===== src/rtl/lc_seq_pkg.sv =====
// rtl/lc_seq_pkg.sv - lifecycle transition sequencer types and constants
package lc_seq_pkg;

    typedef enum logic [4:0] {
        DecLcStRaw           = 5'd0,
        DecLcStTestUnlocked0 = 5'd1,
        DecLcStTestLocked0   = 5'd2,
        DecLcStTestUnlocked1 = 5'd3,
        DecLcStTestLocked1   = 5'd4,
        DecLcStTestUnlocked2 = 5'd5,
        DecLcStTestLocked2   = 5'd6,
        DecLcStTestUnlocked3 = 5'd7,
        DecLcStTestLocked3   = 5'd8,
        DecLcStTestUnlocked4 = 5'd9,
        DecLcStTestLocked4   = 5'd10,
        DecLcStTestUnlocked5 = 5'd11,
        DecLcStTestLocked5   = 5'd12,
        DecLcStTestUnlocked6 = 5'd13,
        DecLcStTestLocked6   = 5'd14,
        DecLcStTestUnlocked7 = 5'd15,
        DecLcStDev           = 5'd16,
        DecLcStProd          = 5'd17,
        DecLcStProdEnd       = 5'd18,
        DecLcStRma           = 5'd19,
        DecLcStScrap         = 5'd20,
        DecLcStPostTrans     = 5'd21,
        DecLcStEscalate      = 5'd22,
        DecLcStInvalid       = 5'd23
    } dec_lc_state_e;

    typedef enum logic [2:0] {
        ErrNone    = 3'd0,
        ErrIllegal = 3'd1,
        ErrOtp     = 3'd2,
        ErrTimeout = 3'd3,
        ErrCnt     = 3'd4
    } trans_err_e;

    typedef enum logic [2:0] {
        StIdle  = 3'd0,
        StCheck = 3'd1,
        StProg  = 3'd2,
        StDone  = 3'd3,
        StError = 3'd4
    } seq_state_e;

    localparam logic [4:0] CntSat = 5'd31;

endpackage


===== src/rtl/lc_trans_legal.sv =====
// rtl/lc_trans_legal.sv - combinational legality check for a lifecycle transition
module lc_trans_legal
    import lc_seq_pkg::*;
(
    input  logic [4:0] target_i,
    input  logic [4:0] current_i,
    output logic       legal_o
);

    logic target_in_range;
    logic target_forward;
    logic current_ok;

    always_comb begin
        target_in_range = (target_i >= DecLcStTestUnlocked0) && (target_i <= DecLcStScrap);
        // Scrap is reachable from any non-terminal state; everything else only moves forward.
        target_forward  = (target_i == DecLcStScrap) || (target_i > current_i);
        current_ok      = (current_i < DecLcStPostTrans);
        legal_o         = target_in_range && target_forward && current_ok;
    end

endmodule


===== src/rtl/lc_transition_seq.sv =====
// rtl/lc_transition_seq.sv - lifecycle transition sequencer; LC_TRANS_CNT_LIMIT_EN enables the transition count limit
module lc_transition_seq
    import lc_seq_pkg::*;
#(
    parameter int unsigned TIMEOUT_CYC = 256,
    parameter int unsigned CNT_MAX     = 24
) (
    input  logic       clk_i,
    input  logic       rst_ni,
    input  logic       req_valid_i,
    output logic       req_ready_o,
    input  logic [4:0] req_target_i,
    input  logic [4:0] cur_state_i,
    output logic       otp_req_o,
    output logic [4:0] otp_state_o,
    input  logic       otp_ack_i,
    input  logic       otp_err_i,
    output logic       done_o,
    output logic [2:0] err_o,
    output logic [4:0] trans_cnt_o
);

    localparam int unsigned TmrW     = (TIMEOUT_CYC > 1) ? $clog2(TIMEOUT_CYC) : 1;
    localparam logic [TmrW-1:0] TmrLast = TmrW'(TIMEOUT_CYC - 1);
    localparam logic [4:0] CntLimit  = 5'(CNT_MAX);
`ifdef LC_TRANS_CNT_LIMIT_EN
    localparam bit CntLimitEn = 1'b1;
`else
    localparam bit CntLimitEn = 1'b0;
`endif

    seq_state_e      state_q, state_d;
    logic [4:0]      target_q, target_d;
    logic [4:0]      cur_q, cur_d;
    trans_err_e      err_q, err_d;
    logic [4:0]      cnt_q, cnt_d;
    logic [TmrW-1:0] tmr_q, tmr_d;
    logic            legal;
    logic            cnt_blocked;

    lc_trans_legal u_legal (
        .target_i  (target_q),
        .current_i (cur_q),
        .legal_o   (legal)
    );

    // Constant-false in the default build, so the limit logic folds away.
    assign cnt_blocked = CntLimitEn && (cnt_q >= CntLimit);

    always_comb begin
        state_d  = state_q;
        target_d = target_q;
        cur_d    = cur_q;
        err_d    = err_q;
        cnt_d    = cnt_q;
        tmr_d    = '0;
        unique case (state_q)
            StIdle: begin
                if (req_valid_i) begin
                    target_d = req_target_i;
                    cur_d    = cur_state_i;
                    err_d    = ErrNone;
                    state_d  = StCheck;
                end
            end
            StCheck: begin
                if (cnt_blocked) begin
                    err_d   = ErrCnt;
                    state_d = StError;
                end else if (!legal) begin
                    err_d   = ErrIllegal;
                    state_d = StError;
                end else begin
                    state_d = StProg;
                end
            end
            StProg: begin
                // An ack in the final timeout cycle still wins over the timeout.
                if (otp_ack_i) begin
                    if (otp_err_i) begin
                        err_d   = ErrOtp;
                        state_d = StError;
                    end else begin
                        if (cnt_q != CntSat) begin
                            cnt_d = cnt_q + 5'd1;
                        end
                        err_d   = ErrNone;
                        state_d = StDone;
                    end
                end else if (tmr_q == TmrLast) begin
                    err_d   = ErrTimeout;
                    state_d = StError;
                end else begin
                    tmr_d = tmr_q + 1'b1;
                end
            end
            StDone, StError: begin
                err_d   = ErrNone;
                state_d = StIdle;
            end
            default: begin
                err_d   = ErrNone;
                state_d = StIdle;
            end
        endcase
    end

    always_ff @(posedge clk_i) begin
        if (!rst_ni) begin
            state_q  <= StIdle;
            target_q <= '0;
            cur_q    <= '0;
            err_q    <= ErrNone;
            cnt_q    <= '0;
            tmr_q    <= '0;
        end else begin
            state_q  <= state_d;
            target_q <= target_d;
            cur_q    <= cur_d;
            err_q    <= err_d;
            cnt_q    <= cnt_d;
            tmr_q    <= tmr_d;
        end
    end

    assign req_ready_o = (state_q == StIdle);
    assign otp_req_o   = (state_q == StProg);
    assign otp_state_o = target_q;
    assign done_o      = (state_q == StDone) || (state_q == StError);
    assign err_o       = err_q;
    assign trans_cnt_o = cnt_q;

endmodule


===== config.mk =====
export PLATFORM = sky130hd
export DESIGN_NAME = lc_transition_seq
export DESIGN_NICKNAME = d
export VERILOG_FILES = /design/src/rtl/lc_seq_pkg.sv /design/src/rtl/lc_trans_legal.sv /design/src/rtl/lc_transition_seq.sv
export SDC_FILE = /design/constraint.sdc
export NUM_CORES = 1
export LEC_CHECK = 0
export BUFFER_PORTS_ARGS = -buffer_cell sky130_fd_sc_hd__buf_2
export CORE_ASPECT_RATIO = 0.6
export CORE_MARGIN = 2
export CORE_UTILIZATION = 57
export CTS_CLUSTER_SIZE = 12
export DETAILED_ROUTE_END_ITERATION = 8
export GPL_ROUTABILITY_DRIVEN = 0
export PLACE_DENSITY = 0.87
export REMOVE_ABC_BUFFERS = 1
export SLEW_MARGIN = 20
export SYNTH_ARGS = -nofsm -noshare
export SYNTH_HDL_FRONTEND = slang
export SYNTH_SLANG_ARGS = --single-unit

===== constraint.sdc =====
create_clock -name clk_i -period 3.2 [get_ports clk_i]
set_clock_uncertainty 0.1 [all_clocks]
set_input_delay 0.48 -clock clk_i [delete_from_list [all_inputs] [get_ports clk_i]]
set_output_delay 0.48 -clock clk_i [all_outputs]
set_load 0.005 [all_outputs]

---- Word level (Yosys, flattened, before mapping) ----
Index checks and enable logic that the tools add are counted.
storage, ports and cells
  word-level logic and storage cells ...... 48
  flip-flop bits (word level) ............. 29
  output and inout port bits .............. 16
cells by class
  bitwise operators ....................... 3
  equality and inequality tests ........... 10
  add/subtract/negate cells ............... 2
  $lt $le $gt $ge ......................... 4
  mux-type cells .......................... 12
  reductions and logical operators ........ 11
operators by type and width
  cell                                                    number
  two-way mux 3 bit                                       9
  one-hot mux 3 bit (3 select lines)                      2
  adder 8 x 1 -> 8 bit (second input constant)            1
  == test 8 bit (second input constant)                   1
  == test 3 x 2 -> 1 bit (second input constant)          2
  adder 5 x 1 -> 5 bit (second input constant)            1
  == test 5 bit (second input constant)                   1
  >= comparator 5 x 1 -> 1 bit (second input constant)    1
  > comparator 5 bit                                      1
  <= comparator 5 bit (second input constant)             1
  less-than comparator 5 bit (second input constant)      1
  inequality test 5 bit (second input constant)           1
  inequality test 2 bit (second input constant)           2
  AND reduction 2 bit                                     2
  AND reduction 4 bit                                     1
  OR reduction 4 bit                                      1
  == test 3 x 1 -> 1 bit (second input constant)          1
  == test 3 bit (second input constant)                   1
  logical AND 1 bit                                       3
  logical NOT 3 bit                                       1
  inequality test 3 x 1 -> 1 bit (second input constant)  1
  inverter 1 bit                                          3
  AND reduction 3 bit                                     1
  logical OR 1 bit                                        2
  two-way mux 2 bit                                       1

---- Longest topological paths before layout ----
Gate-level depths: netlist of run 1.
  depth after elaboration ................. 6
  gate-level depth with buffers ........... 7

---- Cells and area by module ----
Synthesis of run 1 repeated with hierarchy kept, for this count alone.
unflattened totals
  cell total of the unflattened synthesis .. 173
  area total of the unflattened synthesis .. 1488.9 um^2
modules (own cells, without submodules)
  module             cells each  area each (um^2)  times used
  lc_transition_seq  145         1303.8            1
  lc_trans_legal     28          185.2             1

---- Worst setup path after synthesis of run 1 ----
Ideal clock, no wire load.
  path type ............................... register -> register
  start ................................... reg cnt_q[0] (netlist: trans_cnt_o[0])
  end ..................................... reg cnt_q[3] (netlist: trans_cnt_o[3])
  stages on the path, launching flop included .. 8
  path slack .............................. 1.390 ns
  data required time ...................... 2.985 ns
  library setup time ...................... 0.115 ns
  path buffers ............................ 0
  arrival ................................. 1.595 ns
  cell sequence ........................... dfxtp_1 -> ha_1 -> and3_1 -> ha_1 -> nor3_4 -> nand4_1 -> xnor2_1 -> and2_1
on the way
  cells in the longest elaborated chain, start to end .. 2
ends and longest elaborated chain
  item                                                                          line                      RTL
  start, declared                                                               lc_transition_seq.sv:36   logic [4:0] cnt_q, cnt_d;
  start signal, assigned                                                        lc_transition_seq.sv:121  cnt_q <= cnt_d;
  parallel branches: the longest is 2 deep, another holds adder 5 x 1 -> 5 bit  n/a
Parallel ways; which one is timed is not known.
A chain may end at the register's enable or synchronous reset.

---- Worst setup path in the final report of run 1 ----
  start ................................... reg state_q[1]
  end ..................................... out otp_req_o
on the way
  cells in the longest elaborated chain, start to end .. 1
ends and longest elaborated chain
  item                    line                      RTL
  start, declared         lc_transition_seq.sv:32   seq_state_e state_q, state_d;
  start signal, assigned  lc_transition_seq.sv:110  state_q <= StIdle;
  start signal, assigned  lc_transition_seq.sv:117  state_q <= state_d;
  == test 3 x 2 -> 1 bit  lc_transition_seq.sv:127  assign otp_req_o = (state_q == StProg);
  end, declared           lc_transition_seq.sv:14   output logic otp_req_o,
No other way between the ends.

==> metrics.md, run 1 <==
| Metric | Value |
|---|---|
| Rows | `14` |
| Pwr per Cell Area | `around 460 nW/um2` |
| DR pass1 iterations | `4` |
| CP Class | `flip-flop to output pin` |
| Leak | `slightly above 0.7 nW` |
| Via-to-Cell Ratio | `5.548` |
| Min-Delay Path Class | `primary input to flip-flop` |
| CTS Buf Count | `3` |
| Port buffer count | `29` |
| Post-Syn Area | `around 1400 um2` |
| Detailed-route via count | `around 1300` |
| Seq/Total Area, Yosys | `between 30% and 40%` |
| # Max-Cap Violations | `0` |
| CP max stage cell | `dfxtp_1` |
| Switching Fraction | `between 30% and 40%` |
| CP Capture Type | `output pin` |
| Total grt overflow | `0` |
| Syn Inst Count | `about 170` |
| Worst slew margin | `52.70%` |
| FF+latch count, synth | `28` |
| Post-DP HPWL | `2448 um` |
| Avg Inst Size Synth | `8.422 um2` |
| Post-route ant nets | `0` |
| Comb pwr share | `a little under a quarter` |
| Routed wire per std cell | `around 14 um` |
| CTS Buffer Depth | `2` |
| Post-Synth Simple-Gate Area | `a little over a quarter` |
| Compound-gate portion of the synthesized area | `approximately 16%` |
| FF-to-FF path depth | `7` |
| Nets@finish | `around 220` |
| Worst reg2reg setup slack | `~1.3 ns` |
| Final period util | `a little under two thirds` |
| Layout cells sized above 1 | `between 10% and 20%` |
| Crit path max fanout | `10` |
| Largest family of logic cells by synthesized area | `simple AND/OR/NAND/NOR gates` |
| Sequential Power Share | `around 52%` |
| Yosys cell types | `39` |
| Yosys warns | `0` |
| Commonest non-fill, non-tap cell in the layout | `nand2_1` |
| Clk_lat worst skew | `0.28 ns` |
| Status | `completed` |
| H-tree Lvls | `1` |
| Synth-to-layout area growth | `13.55%` |
| Antenna Diode Count | `0` |
| Min-delay src | `req_target_i[2]` |
| CTS hold repair buffers | `0` |
| Final TNS setup | `0 ns` |
| Async SR Flop Fraction | `0%` |
| Tmin final | `~2 ns` |
| DRC | `0` |
| Clock sink total | `28` |
| Worst Setup SP | `state_q[1]` |
| # IOs | `31` |
| Crit path launch type | `flip-flop` |
| Post-CTS Resized | `0` |
| Core Box Area | `roughly 2500 um2` |
| Initial antenna violation count | `0` |
| Largest net degree at the start of global routing | `23` |
| NetSw | `between 200 and 250 uW` |
| Hold Fails Final Rpt | `0` |
| Peak supply drop | `between 0.2 and 0.25 mV` |
| Vias in the first global route | `about 1200` |
| FF-to-FF Start | `trans_cnt_o[0]` |
| Mux cell area share after synthesis | `between 2 and 2.5%` |
| Number of synthesized flops with an enable pin | `0` |
| Clk pwr share | `about a quarter` |
| Maximum clock rate | `~0.5 GHz` |
| Total die area | `2958 um2` |
| Final setup fails | `0` |
| Post-Route WL | `3188 um` |
| Initial core utilization | `between 50 and 60%` |
| GRT Total Usage | `a little under a quarter` |
| Critical Path RT | `about 2.6 ns` |
| Final WS setup | `roughly 1.2 ns` |
| Chip width | `~69 um` |
| Clock transition at path regs | `about 0.1 ns` |
| Most frequent cells in the layout | `nand2_1 (32), buf_2 (29), dfxtp_1 (28)` |
| Placement Setup Slack | `~1.3 ns` |
| Worst slew pin tran | `around 0.70 ns` |
| CTS Root Buffer Type | `clkbuf_8` |
| Design Power | `roughly 760 uW` |
| Die height | `42.94 um` |
| Worst stage delay on the critical path | `0.50 ns` |
| Buffer count from post-CTS setup fixing | `0` |
| Post-Synth XOR/XNOR Area | `under 10%` |
| Pint | `about 530 uW` |
| TritonCTS clock tree | `yes` |
| Min-Delay Path Depth | `3` |
| Fill cell count | `213` |
| RSZ-0062 raised after global routing | `false` |
| Final Max Tran Viols | `0` |
| Worst EP arrival | `~1.5 ns` |
| Cell breakdown of the critical path | `or3b_4, inv_1, buf_2` |
| First-pass GRT wire length | `~5200 um` |
| Synth Flop Type | `dfxtp_1` |
| Synthesized-area fraction occupied by adder cells | `slightly below 7%` |
| Initial DRC count | `49` |
-- power groups by stage --
stage                     Sequential (mW)  Clock (mW)  Combinational [mW]
after floorplan                     0.396           0               0.113
after global placement              0.399           0               0.157
after detailed placement            0.401           0               0.169
after CTS                           0.393       0.196               0.171
after global routing                0.397       0.204               0.195
final                               0.394       0.193               0.173
-- synth_stat cells, types with 3 or more instances --
cell | count | area [um2]
o21ai_0 | 5 | 25.02
nor2b_1 | 3 | 18.77
inv_1 | 8 | 30.03
nor2_1 | 13 | 48.80
dfxtp_1 | 28 | 560.5
ha_1 | 8 | 100.1
a21boi_0 | 10 | 75.07
xor2_1 | 4 | 35.03
nand3_1 | 9 | 45.04
nand2_1 | 32 | 120.1
mux2i_1 | 3 | 30.03
xnor2_1 | 5 | 43.79
and3_1 | 3 | 18.77
nand2b_1 | 4 | 25.02
and2_1 | 4 | 25.02
nor3_1 | 4 | 20.02
-- path summary, 6_finish.rpt --
kind	to
worst max register to register	trans_cnt_o[3]
worst max-delay path	otp_req_o
worst min-delay path	otp_state_o[2]
worst min register to register	tmr_q[0]
-- cells by family after synthesis --
| family | Yosys count |
|---|---|
| simple gates | 78 |
| compound gates | 31 |
| flops | 28 |
| buf+inv | 13 |
| xor+xnor | 9 |
| fa+ha+maj | 8 |
| mux | 3 |
| other cells | 1 |
-- layout make-up --
type                            count  area, um2  area share, %
Timing Repair Buffer               29      145.1          8.875
Tap cell                           32      40.04          2.448
Sequential cell                    28      560.5          34.28
Multi-Input combinational cell    130      818.3          50.04
Inverter                            8      30.03          1.836
Clock buffer                        3      41.29          2.525
-- critical path, delay by kind of cell (launching register included) --
| family | cells | cell delay [ns] |
|---|---|---|
| buffers and inverters | 2 | 0.21 |
| and+or+nand+nor | 1 | 0.47 |
| DFF | 1 | 0.50 |
-- per-layer routing --
metal | vias up | global-route usage [%] | wire length, um
met5 | - | 0 | 0
met4 | 0 | 6.667 | 21
met3 | 5 | 7.162 | 131
met2 | 31 | 39.23 | 1546
met1 | 597 | 29.85 | 1489
li1 | 643 | - | -
-- metrics by stage --
stage	std cells	hold WS (ns)	util (%)	instance area [um2]
2_1_floorplan	166	0.3302	-	1409
4_1_cts	230	0.3420	66.68	1635
3_3_place_gp	227	0.3400	65.00	1594
5_1_grt	230	0.3552	66.68	1635
3_5_place_dp	227	0.3503	65.00	1594
6_report	230	0.3446	66.68	1635
-- state kept, by name, summed over array words and instances, names as in the netlist --
name	cells
cur_q	5
err_o	2
state_q	3
trans_cnt_o	5
tmr_q	8
otp_state_o	5
No activity file was read; power rests on OpenSTA's default activity.
==> run 2, diff against run 1 <==
--- a/config.mk
+++ b/config.mk
@@ -8,11 +8,11 @@
 export BUFFER_PORTS_ARGS = -buffer_cell sky130_fd_sc_hd__buf_2
 export CORE_ASPECT_RATIO = 0.6
 export CORE_MARGIN = 2
-export CORE_UTILIZATION = 57
+export CORE_UTILIZATION = 53
 export CTS_CLUSTER_SIZE = 12
 export DETAILED_ROUTE_END_ITERATION = 8
 export GPL_ROUTABILITY_DRIVEN = 0
-export PLACE_DENSITY = 0.87
+export PLACE_DENSITY = 0.82
 export REMOVE_ABC_BUFFERS = 1
 export SLEW_MARGIN = 20
 export SYNTH_ARGS = -nofsm -noshare
==> constraint.sdc (replaced) <==
create_clock -name clk_i -period 1.9 [get_ports clk_i]
set_clock_uncertainty 0.1 [all_clocks]
set_input_delay 0.285 -clock clk_i [delete_from_list [all_inputs] [get_ports clk_i]]
set_output_delay 0.285 -clock clk_i [all_outputs]
set_load 0.005 [all_outputs]
==> metrics.md, run 2 (synthesized netlist as in run 1, its figures left out) <==
| Metric | Value |
|---|---|
| FF-to-FF path depth | `7` |
| Core Box Area | `between 2000 and 3000 um2` |
| Maximum clock rate | `about 0.56 GHz` |
| Clock sink total | `28` |
| # IOs | `31` |
| Most frequent cells in the layout | `nand2_1 (32), buf_2 (29), dfxtp_1 (25)` |
| Final period util | `between 90% and 100%` |
| CTS Buffer Depth | `2` |
| Clk_lat worst skew | `0.28 ns` |
| CP Class | `flip-flop to flip-flop` |
| Footprint of the multi-input gates | `between 800 and 900 um2` |
| Antenna Diode Count | `0` |
| Non-filler cells, final | `234` |
| Nets@finish | `between 200 and 250` |
| Rows | `14` |
| CTS Buf Count | `3` |
| Crit path max fanout | `4` |
| RSZ-0062 raised after global routing | `false` |
| Total die area | `about 3200 um2` |
| DRC | `0` |
| Vias in the first global route | `roughly 1200` |
| Hold Fails Final Rpt | `0` |
| Largest net degree at the start of global routing | `23` |
| Fill cell count | `202` |
| Status | `completed` |
| Min-Delay Path Depth | `3` |
| Top reg by flops | `tmr_q` |
| Die height | `44.38 um` |
| Leak | `roughly 0.75 nW` |
| Final TNS setup | `0 ns` |
| Final setup fails | `0` |
| Initial core utilization | `between 50% and 60%` |
| Pwr per Cell Area | `a little under 800 nW/um2` |
| CTS Root Buffer Type | `clkbuf_8` |
| Register Area | `564.3 um2` |
| Routed wire per std cell | `around 13 um` |
| Initial antenna violation count | `0` |
| Critical Path RT | `1.98 ns` |
| Hold_ws | `between 0.1 and 0.15 ns` |
| Post-route ant nets | `0` |
| Min-delay src | `req_target_i[1]` |
| Synth-to-layout area growth | `17.38%` |
| Peak supply drop | `about 0.46 mV` |
| Final core utilization | `66.55%` |
| Worst EP arrival | `around 1.9 ns` |
| Hold Path End | `otp_state_o[1]` |
| Port buffer count | `29` |
| Clock transition at path regs | `about 0.1 ns` |
| Layout cells sized above 1 | `22.28%` |
| CP Capture Type | `flip-flop` |
| Tmin final | `approximately 1.8 ns` |
| First-pass GRT wire length | `roughly 5400 um` |
| Max reg flops | `8` |
| FF-to-FF Start | `trans_cnt_o[0]` |
| Commonest non-fill, non-tap cell in the layout | `nand2_1` |
| Initial DRC count | `54` |
| Design area | `around 1700 um2` |
| GRT Total Usage | `around 22%` |
| H-tree Lvls | `1` |
| Post-Route WL | `around 3100 um` |
| Inst Count DP | `230` |
| Post-DP HPWL | `2460 um` |
| Worst reg2reg setup slack | `slightly above 0.1 ns` |
| Total grt overflow | `0` |
| Via-to-Cell Ratio | `5.389` |
| DP Area | `around 1600 um2` |
| # Max-Cap Violations | `0` |
| R2R Path End | `trans_cnt_o[1]` |
| Crit path launch type | `flip-flop` |
| Chip width | `~70 um` |
| DR pass1 iterations | `4` |
| TritonCTS clock tree | `yes` |
| Final Max Tran Viols | `0` |
| Min-Delay Path Class | `primary input to flip-flop` |
| Detailed-route via count | `1261` |
run 2: cell count changes in the layout (fill, tap and decap cells not counted):
cell / before / now
a2111oi_0: 1 / 0
buf_4: 0 / 3
dfxtp_2: 0 / 3
nor2_1: 13 / 12
nor3_4: 1 / 2
dfxtp_1: 28 / 25
nor2_2: 0 / 1
a2111oi_1: 0 / 1
nor3_1: 4 / 3
clkbuf_8: 3 / 4
run 2: stage by stage:
step                      setup slack, ns  power (mW)
after floorplan                   0.09049      0.8577
after global placement             0.1827      0.9495
after detailed placement          0.07195      0.9680
after CTS                         0.04284       1.338
after global routing              0.01626       1.420
final                              0.1024       1.339
run 2: layout make-up:
class                           instances  area share [%]
Timing Repair Buffer                   32           9.919
Tap cell                               32           2.369
Sequential cell                        28           33.38
Clock buffer                            4           3.257
Inverter                                8           1.776
Multi-Input combinational cell        130           49.30
run 2: worst max-delay path by stage:
stage | end | cells after the start | slack, ns | startpoint
final | trans_cnt_o[1] | 7 | 0.10 | trans_cnt_o[0]
after global routing | cur_q[1] | 5 | 0.02 | state_q[1]
after CTS | state_q[0] | 5 | 0.04 | tmr_q[0]
after detailed placement | err_o[0] | 6 | 0.07 | tmr_q[0]
after global placement | trans_cnt_o[3] | 7 | 0.18 | trans_cnt_o[0]
after floorplan | trans_cnt_o[3] | 7 | 0.09 | trans_cnt_o[0]
run 2: report_power, final:
| part | total [mW] | internal, mW | switching, mW |
|---|---|---|---|
| Sequential | 0.662 | 0.623 | 0.0395 |
| Combinational | 0.302 | 0.136 | 0.166 |
| Clock | 0.375 | 0.186 | 0.189 |
run 2: metal layers:
layer	vias up	GRT usage, %	routed length (um)
li1	642	-	-
met3	6	5.923	163
met5	-	0	0
met1	589	29.52	1502
met2	24	35.37	1434
met4	0	7.170	33
run 2: timing repair:
item	in CTS	in global routing
endpoints found under the hold margin	0	0
endpoints found under the setup margin	0	11
resized for setup	0	7
hold buffers	0	0
setup buffers	0	0
run 2: worst max-delay path, cell delays in order (launching register included):
cell	delay, ns
dfxtp_2	0.35
ha_1	0.22
and3_1	0.19
ha_1	0.21
nor3_4	0.22
buf_4	0.16
mux2i_1	0.19
nor2b_1	0.06
